==> config.mk <==
export PLATFORM = sky130hd
export DESIGN_NAME = fetch_ctrl
export DESIGN_NICKNAME = d
export VERILOG_FILES = /design/src/rtl/fetch_ctrl.sv
export SDC_FILE = /design/constraint.sdc
export NUM_CORES = 1
export LEC_CHECK = 0
export ABC_CLOCK_PERIOD_IN_PS = 7000
export CAP_MARGIN = 10
export CORE_ASPECT_RATIO = 1.25
export CORE_UTILIZATION = 40
export CTS_BUF_LIST = sky130_fd_sc_hd__clkbuf_8
export DETAILED_ROUTE_END_ITERATION = 10
export GPL_ROUTABILITY_DRIVEN = 0
export GPL_TIMING_DRIVEN = 0
export PLACE_DENSITY = 0.67
export SKIP_CTS_REPAIR_TIMING = 1
export SLEW_MARGIN = 30
export SYNTH_ARGS = -nofsm -noshare
export SYNTH_HDL_FRONTEND = slang
export SYNTH_SLANG_ARGS = --single-unit
==> constraint.sdc <==
create_clock -name clk -period 7 [get_ports clk]
set_input_delay 1.75 -clock clk [delete_from_list [all_inputs] [get_ports clk]]
set_output_delay 1.75 -clock clk [all_outputs]
set_load 0.005 [all_outputs]
==> src/rtl/fetch_ctrl.sv <==
//------------------------------------------------------------------------------
// Module   : fetch_ctrl
// Purpose  : Instruction-fetch sequencer. Owns the PC, drives a req/ack
//            memory port and buffers one instruction toward decode.
// Revision : 1.0 - initial release
//------------------------------------------------------------------------------
`default_nettype none

module fetch_ctrl #(
  parameter int              ADDR_W   = 64,
  parameter logic [ADDR_W-1:0] RESET_PC = '0
) (
  input  logic              clk,
  input  logic              reset_n,
  input  logic              fetch_en,
  input  logic              redirect,
  input  logic [ADDR_W-1:0] redirect_pc,
  output logic              imem_req,
  output logic [ADDR_W-1:0] imem_addr,
  input  logic              imem_ack,
  input  logic [31:0]       imem_rdata,
  output logic              instr_valid,
  output logic [31:0]       instr,
  output logic [ADDR_W-1:0] instr_pc,
  input  logic              instr_ready,
  output logic [31:0]       fetch_count
);

  typedef enum logic [1:0] {
    IDLE    = 2'd0,
    REQ     = 2'd1,
    HOLD    = 2'd2,
    DISCARD = 2'd3
  } state_t;

  state_t            r_state, w_state_nxt;
  logic [ADDR_W-1:0] r_pc, w_pc_nxt;
  logic [ADDR_W-1:0] r_addr, w_addr_nxt;
  logic [31:0]       r_instr, w_instr_nxt;
  logic [ADDR_W-1:0] r_instr_pc, w_instr_pc_nxt;
  logic              r_valid, w_valid_nxt;
  logic [31:0]       r_count, w_count_nxt;

  logic [ADDR_W-1:0] w_redir_pc;
  logic [ADDR_W-1:0] w_pc_eff;

  // Redirect targets are word aligned; the low two bits are ignored.
  assign w_redir_pc = {redirect_pc[ADDR_W-1:2], 2'b00};
  assign w_pc_eff   = redirect ? w_redir_pc : r_pc;

  always_ff @(posedge clk or negedge reset_n) begin
    if (!reset_n) begin
      r_state    <= IDLE;
      r_pc       <= RESET_PC;
      r_addr     <= RESET_PC;
      r_instr    <= '0;
      r_instr_pc <= '0;
      r_valid    <= 1'b0;
      r_count    <= '0;
    end else begin
      r_state    <= w_state_nxt;
      r_pc       <= w_pc_nxt;
      r_addr     <= w_addr_nxt;
      r_instr    <= w_instr_nxt;
      r_instr_pc <= w_instr_pc_nxt;
      r_valid    <= w_valid_nxt;
      r_count    <= w_count_nxt;
    end
  end

  always_comb begin
    w_state_nxt    = r_state;
    w_pc_nxt       = w_pc_eff;
    w_addr_nxt     = r_addr;
    w_instr_nxt    = r_instr;
    w_instr_pc_nxt = r_instr_pc;
    w_valid_nxt    = redirect ? 1'b0 : r_valid;
    w_count_nxt    = r_count;

    case (r_state)
      IDLE: begin
        if (fetch_en) begin
          w_state_nxt = REQ;
          w_addr_nxt  = w_pc_eff;
        end
      end

      REQ: begin
        if (redirect) begin
          // An acked word is stale; an un-acked request must still complete.
          if (imem_ack) begin
            w_state_nxt = fetch_en ? REQ : IDLE;
            if (fetch_en) w_addr_nxt = w_redir_pc;
          end else begin
            w_state_nxt = DISCARD;
          end
        end else if (imem_ack) begin
          w_instr_nxt    = imem_rdata;
          w_instr_pc_nxt = r_addr;
          w_valid_nxt    = 1'b1;
          w_pc_nxt       = r_pc + ADDR_W'(4);
          w_state_nxt    = HOLD;
        end
      end

      HOLD: begin
        if (redirect || instr_ready) begin
          w_valid_nxt = 1'b0;
          if (!redirect) w_count_nxt = r_count + 32'd1;
          w_state_nxt = fetch_en ? REQ : IDLE;
          if (fetch_en) w_addr_nxt = w_pc_eff;
        end
      end

      DISCARD: begin
        if (imem_ack) begin
          w_state_nxt = fetch_en ? REQ : IDLE;
          if (fetch_en) w_addr_nxt = w_pc_eff;
        end
      end

      default: w_state_nxt = IDLE;
    endcase
  end

  assign imem_req    = (r_state == REQ) || (r_state == DISCARD);
  assign imem_addr   = r_addr;
  assign instr_valid = r_valid;
  assign instr       = r_instr;
  assign instr_pc    = r_instr_pc;
  assign fetch_count = r_count;

endmodule

`default_nettype wire

# Yosys cells after proc, flatten, opt, wreduce, memory -nomap -nowiden
# Index checks and enable logic that the tools add are counted.
# op_classes
add_sub_neg	2
n_bitwise	1
reduce_logical	7
n_mux	24
eq_ne	10
# op_table
cell	count
64-bit two-way mux	10
64-bit case mux with 4 select lines	1
64-bit by 3-bit adder with 64-bit output (second input constant)	1
32-bit by 1-bit adder with 32-bit output (second input constant)	1
2-bit two-way mux	6
2-bit inequality test (second input constant)	6
2-bit case mux with 4 select lines	1
3-bit AND reduction	2
1-bit two-way mux	5
5-bit AND reduction	1
2-bit equality test (second input constant)	2
4-bit AND reduction	1
3-bit inequality test (second input constant)	1
2-bit by 1-bit equality test with 1-bit output (second input constant)	1
2-bit zero test	1
1-bit logical OR	2
1-bit case mux with 2 select lines	1
1-bit NOT	1
# totals
elab_cells	51
reg_bits	259
in_bits	102
output_inout_bits	194

# Depth between registers and ports, before layout
# Gate-level depths: netlist (run 1).
# depth
depth_word	4
depth_mapped	9
mapped_depth_nobuf	7

# Worst setup path after synthesis (run 1)
# OpenSTA, ideal clock, no wires.
# synth_timing
path_kind	input to register
start	input redirect
end	register r_count[31], in the netlist fetch_count[31]
arrival_ns	3.508
path_stages	5
setup_slack_ns	3.369
n_path_buf	0
t_required_ns	6.877
setup_ns	0.123
path_cell_list	nand4b_1 > or3_1 > nor3_1 > or4b_2 > xnor2_1
# synth_between
elab_chain_cells	2
word_cells_on_any_way	3
classes_between	bitwise: 1; reduce/logical: 2
# synth_rtl
element	line_no	rtl
start: declaration	16	input logic redirect,
1-bit logical OR or 1-bit NOT (tied branches)	-	
3-bit AND reduction (no line) *	-	
end signal: assignment	67	r_count <= w_count_nxt;
end: declaration	42	logic [31:0] r_count, w_count_nxt;
# Mark *: on every way between the ends. The rest lies on a longest branch, timed or not.
# A chain may end at the register's enable or synchronous reset.

# Worst setup path after layout (run 1)
# layout_timing
start	input imem_ack
end	register r_addr[59], in the netlist imem_addr[59]
# layout_between
elab_chain_cells	2
word_cells_on_any_way	3
classes_between	eq/ne: 2; reduce/logical: 1
# layout_rtl
element	line_no	rtl
start: declaration	20	input logic imem_ack,
2-bit inequality test (no line)	-	
5-bit AND reduction (no line) *	-	
end signal: assignment	63	r_addr <= w_addr_nxt;
end: declaration	38	logic [ADDR_W-1:0] r_addr, w_addr_nxt;
# Marks and branches as above.

==> impl_metrics.yaml, run 1 <==
setup_path:
  regToRegSetupSlack_ns: 3.62
  cp_max_fo: 10
  startpoint_type: "primary input"
  r2r_start: "r_state[1]$_DFFE_PN0P_"
  crit_buf_inv: 5
  worst_ep_required_time_ns: 7.41
  path_delay_family: "buffers and inverters"
  cp.arrival_ns: 4.74
  slowest_stage: "nand3_1"
  path_cells: "clkdlybuf4s50_1 > clkbuf_1 > inv_1 > a2bb2oi_1 > nand3_1 > clkbuf_1 > clkbuf_1 > nand2_1 > o21ai_0"
  slowest_delay_ns: 0.55
  cpMostUsedCell: "clkbuf_1"
  rr_endpoint: "instr_pc[28]$_DFFE_PN0P_"
  worstSetupPathType: "in -> reg"
  ff2ff_path_depth: 9
  path_depth: 9
  endpoint_kind: "flip-flop"
floorplanning:
  coreArea_um2: 30000
  num_rows: 71
  die_y_um: 197
  die_w_um: 158
  ios: 296
  die_area_um2: 31100
  start_util: 0.405
cts:
  cts_tree: "done"
  clock_path_buffers: 3
  root_buffer: "clkbuf_8"
  cts_max_level: 2
  insertion_delay_ns: 0.56
  clkTransAtPathRegs_ns: 0.05
  cts_buffers: 44
  cts.sinks: 259
global_route:
  busiest_layer: "met2"
  grt_pass1_wl_um: 57200
  grt_max_degree: 79
  grt_pass1_vias: 10800
  overflow: 0
  antenna_found_initial: 0
  grt.total_usage: 0.235
  gr-usage-met2: 0.400
  use_met3: 0.0602
  met1_usage: 0.281
route:
  vias: 10800
  routed_wl_um: 36500
  drt_iter0_markers: 685
  drtAntennaViolNets: 0
  via_per_inst: 5.19
  drc: 0
  avgRoutedWirePerCell_um: 17.5
  drtPass1Iterations: 5
sta:
  grt_setup_unrepaired: "no"
  hold_violations: 0
  report.final.slew_viol_count: 0
  clock_skew_ns: 0.0226
  fmax_ghz: 0.231
  tightest_slew_ns: 0.915
  layout_setup_ws_ns: 2.67
  layout_min_cycle_time_ns: 4.33
  finalCritPeriodShare: 0.619
  fin_hold_ws_ns: 0.469
  finalSetupViolCount: 0
  max_slew_margin: 0.390
worst_hold_path:
  min_to: "instr[25]$_DFFE_PN0P_"
  hp-start: "instr[25]$_DFFE_PN0P_"
  holdPathStages: 2
  hold_class: "reg -> reg"
yosys:
  ys_async_sr_fraction: 1.00
  synth_seq_cells: 259
  synth.avg_cell_area_um2: 9.23
  synth_cell_types: 59
  synth_edf_count: 0
  ys.flop_type: "dfrtp_1"
  synthDominantCellAreaShare: 0.533
  yosysSeqAreaShare: 0.533
  synth_area_leaders: "dfrtp_1 53%, nand2_1 13%, mux2i_1 5.6%"
  synth_nets: 1426
  synth_warnings: 0
  syn-cell-area_um2: 12200
  yosysTopAreaCell: "dfrtp_1"
  syn_inst: 1317
place:
  port_buffers: 293
  dp_hpwl_um: 26800
  pre_cts_ws_ns: 2.12
cells_and_area:
  fillers: 2768
  ff_latch_area_um2: 6480
  num-nets-final: 1768
  syn_to_final_growth_pct: 35.5
  num_antenna_cells: 0
  drive_gt1_frac: 0.0512
  multi_input_area_um2: 5280
job:
  maxCapViolCount: 0
pwr:
  leakage_nw: 7.24
  irDropWorstVdd_mv: 0.231
  power_density_nw_per_um2: 339
status:
  status: "completed"
[worst reg2reg max path, cell delays in order (launching register included)]
cell and delay (ns):
dfrtp_1 0.41, inv_1 0.14, ha_1 0.25, clkbuf_1 0.40
and3b_1 0.22, clkbuf_1 0.55, clkbuf_1 0.72, buf_1 0.45
nand2_1 0.11, nand2_1 0.07
[logic make-up (layout without fill, tap and decap cells)]
kind of cell,after synthesis,in the layout,synth area share
simple gates,675,675,0.252
flops,259,259,0.533
compound gates,141,141,0.0654
buf+inv,94,456,0.0332
mux,71,71,0.0588
xor+xnor,70,70,0.0504
fa+ha+maj,7,7,0.00720
[registers in the layout, summed over array words and instances (netlist names)]
| signal | count |
|---|---|
| instr_pc | 64 |
| fetch_count | 32 |
| instr | 32 |
| instr_valid | 1 |
| imem_addr | 64 |
| r_pc | 64 |
| r_state | 2 |
[power breakdown]
part           internal, mW  leakage, nW  switching, mW
Sequential             1.98         3.24          0.357
Combinational          1.13         3.55          0.853
Clock                 0.671        0.447          0.589
Total                  3.78         7.24           1.80
[per-layer routing]
layer | vias up | wire length, um | share of wire
met4 | 0 | 1200 | 0.033
met5 | - | 0 | 0
met2 | 381 | 17800 | 0.49
met3 | 75 | 2740 | 0.075
li1 | 5154 | - | -
met1 | 5189 | 14800 | 0.40
[final cells by class]
class,count,share of cell area
flip-flops and latches,259,0.394
plain buffers,77,0.0207
inverters,17,0.00387
well taps,401,0.0305
clock inverters,13,0.00311
repair buffers,296,0.183
clock buffers,53,0.0443
multi-input cells,964,0.321
[cells in the mapped netlist (3+ instances only)]
master	count
a21oi_1	5
a22oi_1	3
a31oi_1	6
and3_1	12
and4_1	6
and4_2	4
and4b_1	3
buf_1	6
buf_4	3
clkbuf_1	59
dfrtp_1	259
ha_1	7
inv_1	17
mux2_2	3
mux2i_1	68
nand2_1	432
nand2b_1	3
nand3_1	45
nand4_1	41
nor2_1	34
nor2b_1	10
nor3_1	25
nor4_1	31
o21ai_0	106
o31ai_1	3
or3_1	6
or4_1	9
xnor2_1	46
xor2_1	24
[how the worst max path moves through the flow]
stage / from / endpoint / slack [ns]
floorplan: redirect / fetch_count[31]$_DFFE_PN0P_ / 3.37
global placement: reset_n / instr[31]$_DFFE_PN0P_ / -7.09
detailed placement: imem_ack / imem_addr[59]$_DFFE_PN0P_ / 2.12
CTS: imem_ack / imem_addr[59]$_DFFE_PN0P_ / 2.71
global route: imem_ack / imem_addr[59]$_DFFE_PN0P_ / 2.48
finish: imem_ack / imem_addr[59]$_DFFE_PN0P_ / 2.67
[per-stage QoR]
stage | total power [mW] | instance area [um2] | instances | setup TNS, ns | utilization
global placement | 4.30 | 15600 | 2011 | -1830.97 | 0.519
detailed placement | 4.36 | 15700 | 2014 | 0 | 0.523
global route | 5.96 | 16500 | 2080 | 0 | 0.549
finish | 5.58 | 16500 | 2080 | 0 | 0.549
CTS | 5.65 | 16500 | 2080 | 0 | 0.549
floorplan | 3.07 | 12200 | 1317 | 0 | -
[layout by cell type (no fill, tap or decap), types with 4 or more instances in the layout]
cell type,netlist,routed
nand4_1,41,41
ha_1,7,7
o21ai_0,106,106
and3_1,12,12
inv_1,17,28
or4_1,9,9
nor4_1,31,30
clkbuf_8,1,54
and4_2,4,4
and4_1,6,6
clkdlybuf4s50_1,0,292
xor2_1,24,24
or3_1,6,6
buf_1,6,6
nand2_1,432,432
nor3_1,25,25
mux2i_1,68,68
nor2_1,34,33
a21oi_1,5,5
dfrtp_1,259,259
nor2b_1,10,10
a31oi_1,6,6
clkbuf_1,59,59
nand3_1,45,45
xnor2_1,46,46
No activity file was read; power rests on OpenSTA's default activity.
==> run 2, diff against run 1 <==
--- a/config.mk
+++ b/config.mk
@@ -5,7 +5,7 @@
 export SDC_FILE = /design/constraint.sdc
 export NUM_CORES = 1
 export LEC_CHECK = 0
-export ABC_CLOCK_PERIOD_IN_PS = 7000
+export ABC_CLOCK_PERIOD_IN_PS = 4050
 export CAP_MARGIN = 10
 export CORE_ASPECT_RATIO = 1.25
 export CORE_UTILIZATION = 40
==> constraint.sdc (replaced) <==
create_clock -name clk -period 4.05 [get_ports clk]
set_input_delay 1.0125 -clock clk [delete_from_list [all_inputs] [get_ports clk]]
set_output_delay 1.0125 -clock clk [all_outputs]
set_load 0.005 [all_outputs]
==> results of run 2 <==
Same layout as run 1 (identical final DEF). Status: completed.
Main changes from that run: setup slack after placement 2.12 ns -> -0.0962 ns; setup slack after layout 2.67 ns -> 0.455 ns; hold slack 0.469 ns -> 0.357 ns; register-to-register setup slack 3.62 ns -> 0.67 ns; total power 5.58 mW -> 9.64 mW; worst IR drop on VDD 0.231 mV -> 0.399 mV
==> run 3, diff against run 2 <==
--- a/config.mk
+++ b/config.mk
@@ -10,10 +10,12 @@
 export CORE_ASPECT_RATIO = 1.25
 export CORE_UTILIZATION = 40
 export CTS_BUF_LIST = sky130_fd_sc_hd__clkbuf_8
+export CTS_CLUSTER_DIAMETER = 120
 export DETAILED_ROUTE_END_ITERATION = 10
 export GPL_ROUTABILITY_DRIVEN = 0
 export GPL_TIMING_DRIVEN = 0
 export PLACE_DENSITY = 0.67
+export RECOVER_POWER = 25
 export SKIP_CTS_REPAIR_TIMING = 1
 export SLEW_MARGIN = 30
 export SYNTH_ARGS = -nofsm -noshare
==> run 3 against run 2 <==
The run now ends with max-capacitance violations, max-slew violations left. Clock skew increased by 0.0015 ns. Combinational power about the same. Sequential power about the same. Clock power about the same. First-iteration DRC count unchanged. Core utilization about the same. Critical path depth unchanged. Global-route usage unchanged. Final cell count unchanged. Register-to-register slack about the same. Largest power group unchanged. Worst setup slack got worse by 0.0031 ns.
==> impl_metrics.yaml, run 3 (synthesis results as in run 1) <==
global_route:
  grt_max_degree: 79
  use_met3: 0.0602
  antenna_found_initial: 0
  grt.total_usage: 0.235
  busiest_layer: "met2"
  overflow: 0
  grt_pass1_vias: 10800
  met1_usage: 0.281
  gr-usage-met2: 0.400
  grt_pass1_wl_um: 57200
route:
  drtPass1Iterations: 5
  vias: 10800
  drc: 0
  drt_iter0_markers: 685
  avgRoutedWirePerCell_um: 17.6
  via_per_inst: 5.20
  routed_wl_um: 36500
  drtAntennaViolNets: 0
pwr:
  power.total_mw: 9.64
  irDropWorstVdd_mv: 0.399
  leakage_nw: 7.23
  power_density_nw_per_um2: 586
setup_path:
  cp_max_fo: 10
  slowest_stage: "nand3_1"
  path_cells: "clkdlybuf4s50_1 > clkbuf_1 > inv_1 > a2bb2oi_1 > nand3_1 > clkbuf_1 > clkbuf_1 > nand2_1 > o21ai_0"
  cpMostUsedCell: "clkbuf_1"
  endpoint_kind: "flip-flop"
  worstSetupPathType: "in -> reg"
  path_delay_family: "buffers and inverters"
  cp.arrival_ns: 4.01
  crit_buf_inv: 5
  startpoint_type: "primary input"
  slowest_delay_ns: 0.55
  worst_ep_required_time_ns: 4.46
place:
  placed_cells: 2014
  port_buffers: 293
  dp_hpwl_um: 26800
  pre_cts_ws_ns: -0.0962
sta:
  fmax_ghz: 0.278
  finalSetupViolCount: 0
  max_slew_margin: -0.856
  layout_setup_ws_ns: 0.452
  layout_min_cycle_time_ns: 3.60
  report.final.slew_viol_count: 47
  grt_setup_unrepaired: "no"
  tightest_slew_ns: 2.78
  clock_skew_ns: 0.0242
  finalCritPeriodShare: 0.888
  fin_setup_tns_ns: 0
  hold_violations: 0
floorplanning:
  num_rows: 71
  die_y_um: 197
  ios: 296
  coreArea_um2: 30000
  die_w_um: 158
  start_util: 0.405
  die_area_um2: 31100
cells_and_area:
  fin_cells: 2080
  final_util: 0.548
  drive_gt1_frac: 0.0506
  fillers: 2770
  final_cell_mix: "432 x nand2_1, 292 x clkdlybuf4s50_1, 259 x dfrtp_1, 106 x o21ai_0, 68 x mux2i_1"
  num_antenna_cells: 0
  layout_commonest_cell: "nand2_1"
  syn_to_final_growth_pct: 35.4
  num-nets-final: 1768
cts:
  cts_tree: "done"
  cts.sinks: 259
  root_buffer: "clkbuf_8"
  cts_max_level: 2
  cts_buffers: 44
  insertion_delay_ns: 0.56
  clock_path_buffers: 3
  clkTransAtPathRegs_ns: 0.05
worst_hold_path:
  hold_class: "reg -> reg"
status:
  status: "finished, violations left"
  failed_checks: "max-capacitance violations, max-slew violations"
job:
  maxCapViolCount: 1
-- run 3: changes by cell type in the layout (fill, tap and decap cells not counted) --
cell / previous run / this run
clkbuf_1: 59 / 60
buf_8: 1 / 0
-- run 3: through the flow --
| stage | instance area [um2] | hold WS [ns] |
|---|---|---|
| 6_report | 16500 | 0.469 |
| 3_3_place_gp | 15600 | 0.456 |
| 4_1_cts | 16500 | 0.334 |
| 2_1_floorplan | 12200 | 0.467 |
| 5_1_grt | 16500 | 0.484 |
| 3_5_place_dp | 15700 | 0.461 |
-- run 3: power breakdown --
group	internal (mW)	switching, mW
Sequential	3.42	0.618
Combinational	1.95	1.47
Clock	1.16	1.02
-- run 3: worst paths after layout --
| check | cells past startpoint | to | slack, ns | startpoint |
|---|---|---|---|---|
| max | 9 | imem_addr[59]$_DFFE_PN0P_ | 0.45 | imem_ack |
| min | 2 | instr[25]$_DFFE_PN0P_ | 0.47 | instr[25]$_DFFE_PN0P_ |
| max reg2reg | 9 | instr_pc[28]$_DFFE_PN0P_ | 0.67 | r_state[1]$_DFFE_PN0P_ |
| min reg2reg | 2 | instr[25]$_DFFE_PN0P_ | 0.47 | instr[25]$_DFFE_PN0P_ |
| max in group asynchronous | 3 | fetch_count[17]$_DFFE_PN0P_ | 1.02 | reset_n |
| min in group asynchronous | 1 | instr[27]$_DFFE_PN0P_ | 1.34 | reset_n |
-- run 3: worst reg2reg max path, delay by kind of cell (launching register included) --
family,cells,cell delay (ns)
buf+inv,5,2.26
flops,1,0.41
simple gates,3,0.40
fa+ha+maj,1,0.25
-- run 3: layer usage --
metal	vias up	part of all wire
li1	5154	-
met1	5205	0.40
met2	380	0.49
met3	75	0.075
met4	0	0.033
met5	-	0
-- run 3: layout make-up --
cell class	instances	area [um2]	area share
Inverter	17	63.8	0.00388
Timing Repair Buffer	296	3010	0.183
Multi-Input combinational cell	964	5280	0.321
Tap cell	401	502	0.0305
Sequential cell	259	6480	0.394
Buffer	77	340	0.0207
Clock inverter	13	51.3	0.00312
Clock buffer	53	729	0.0443
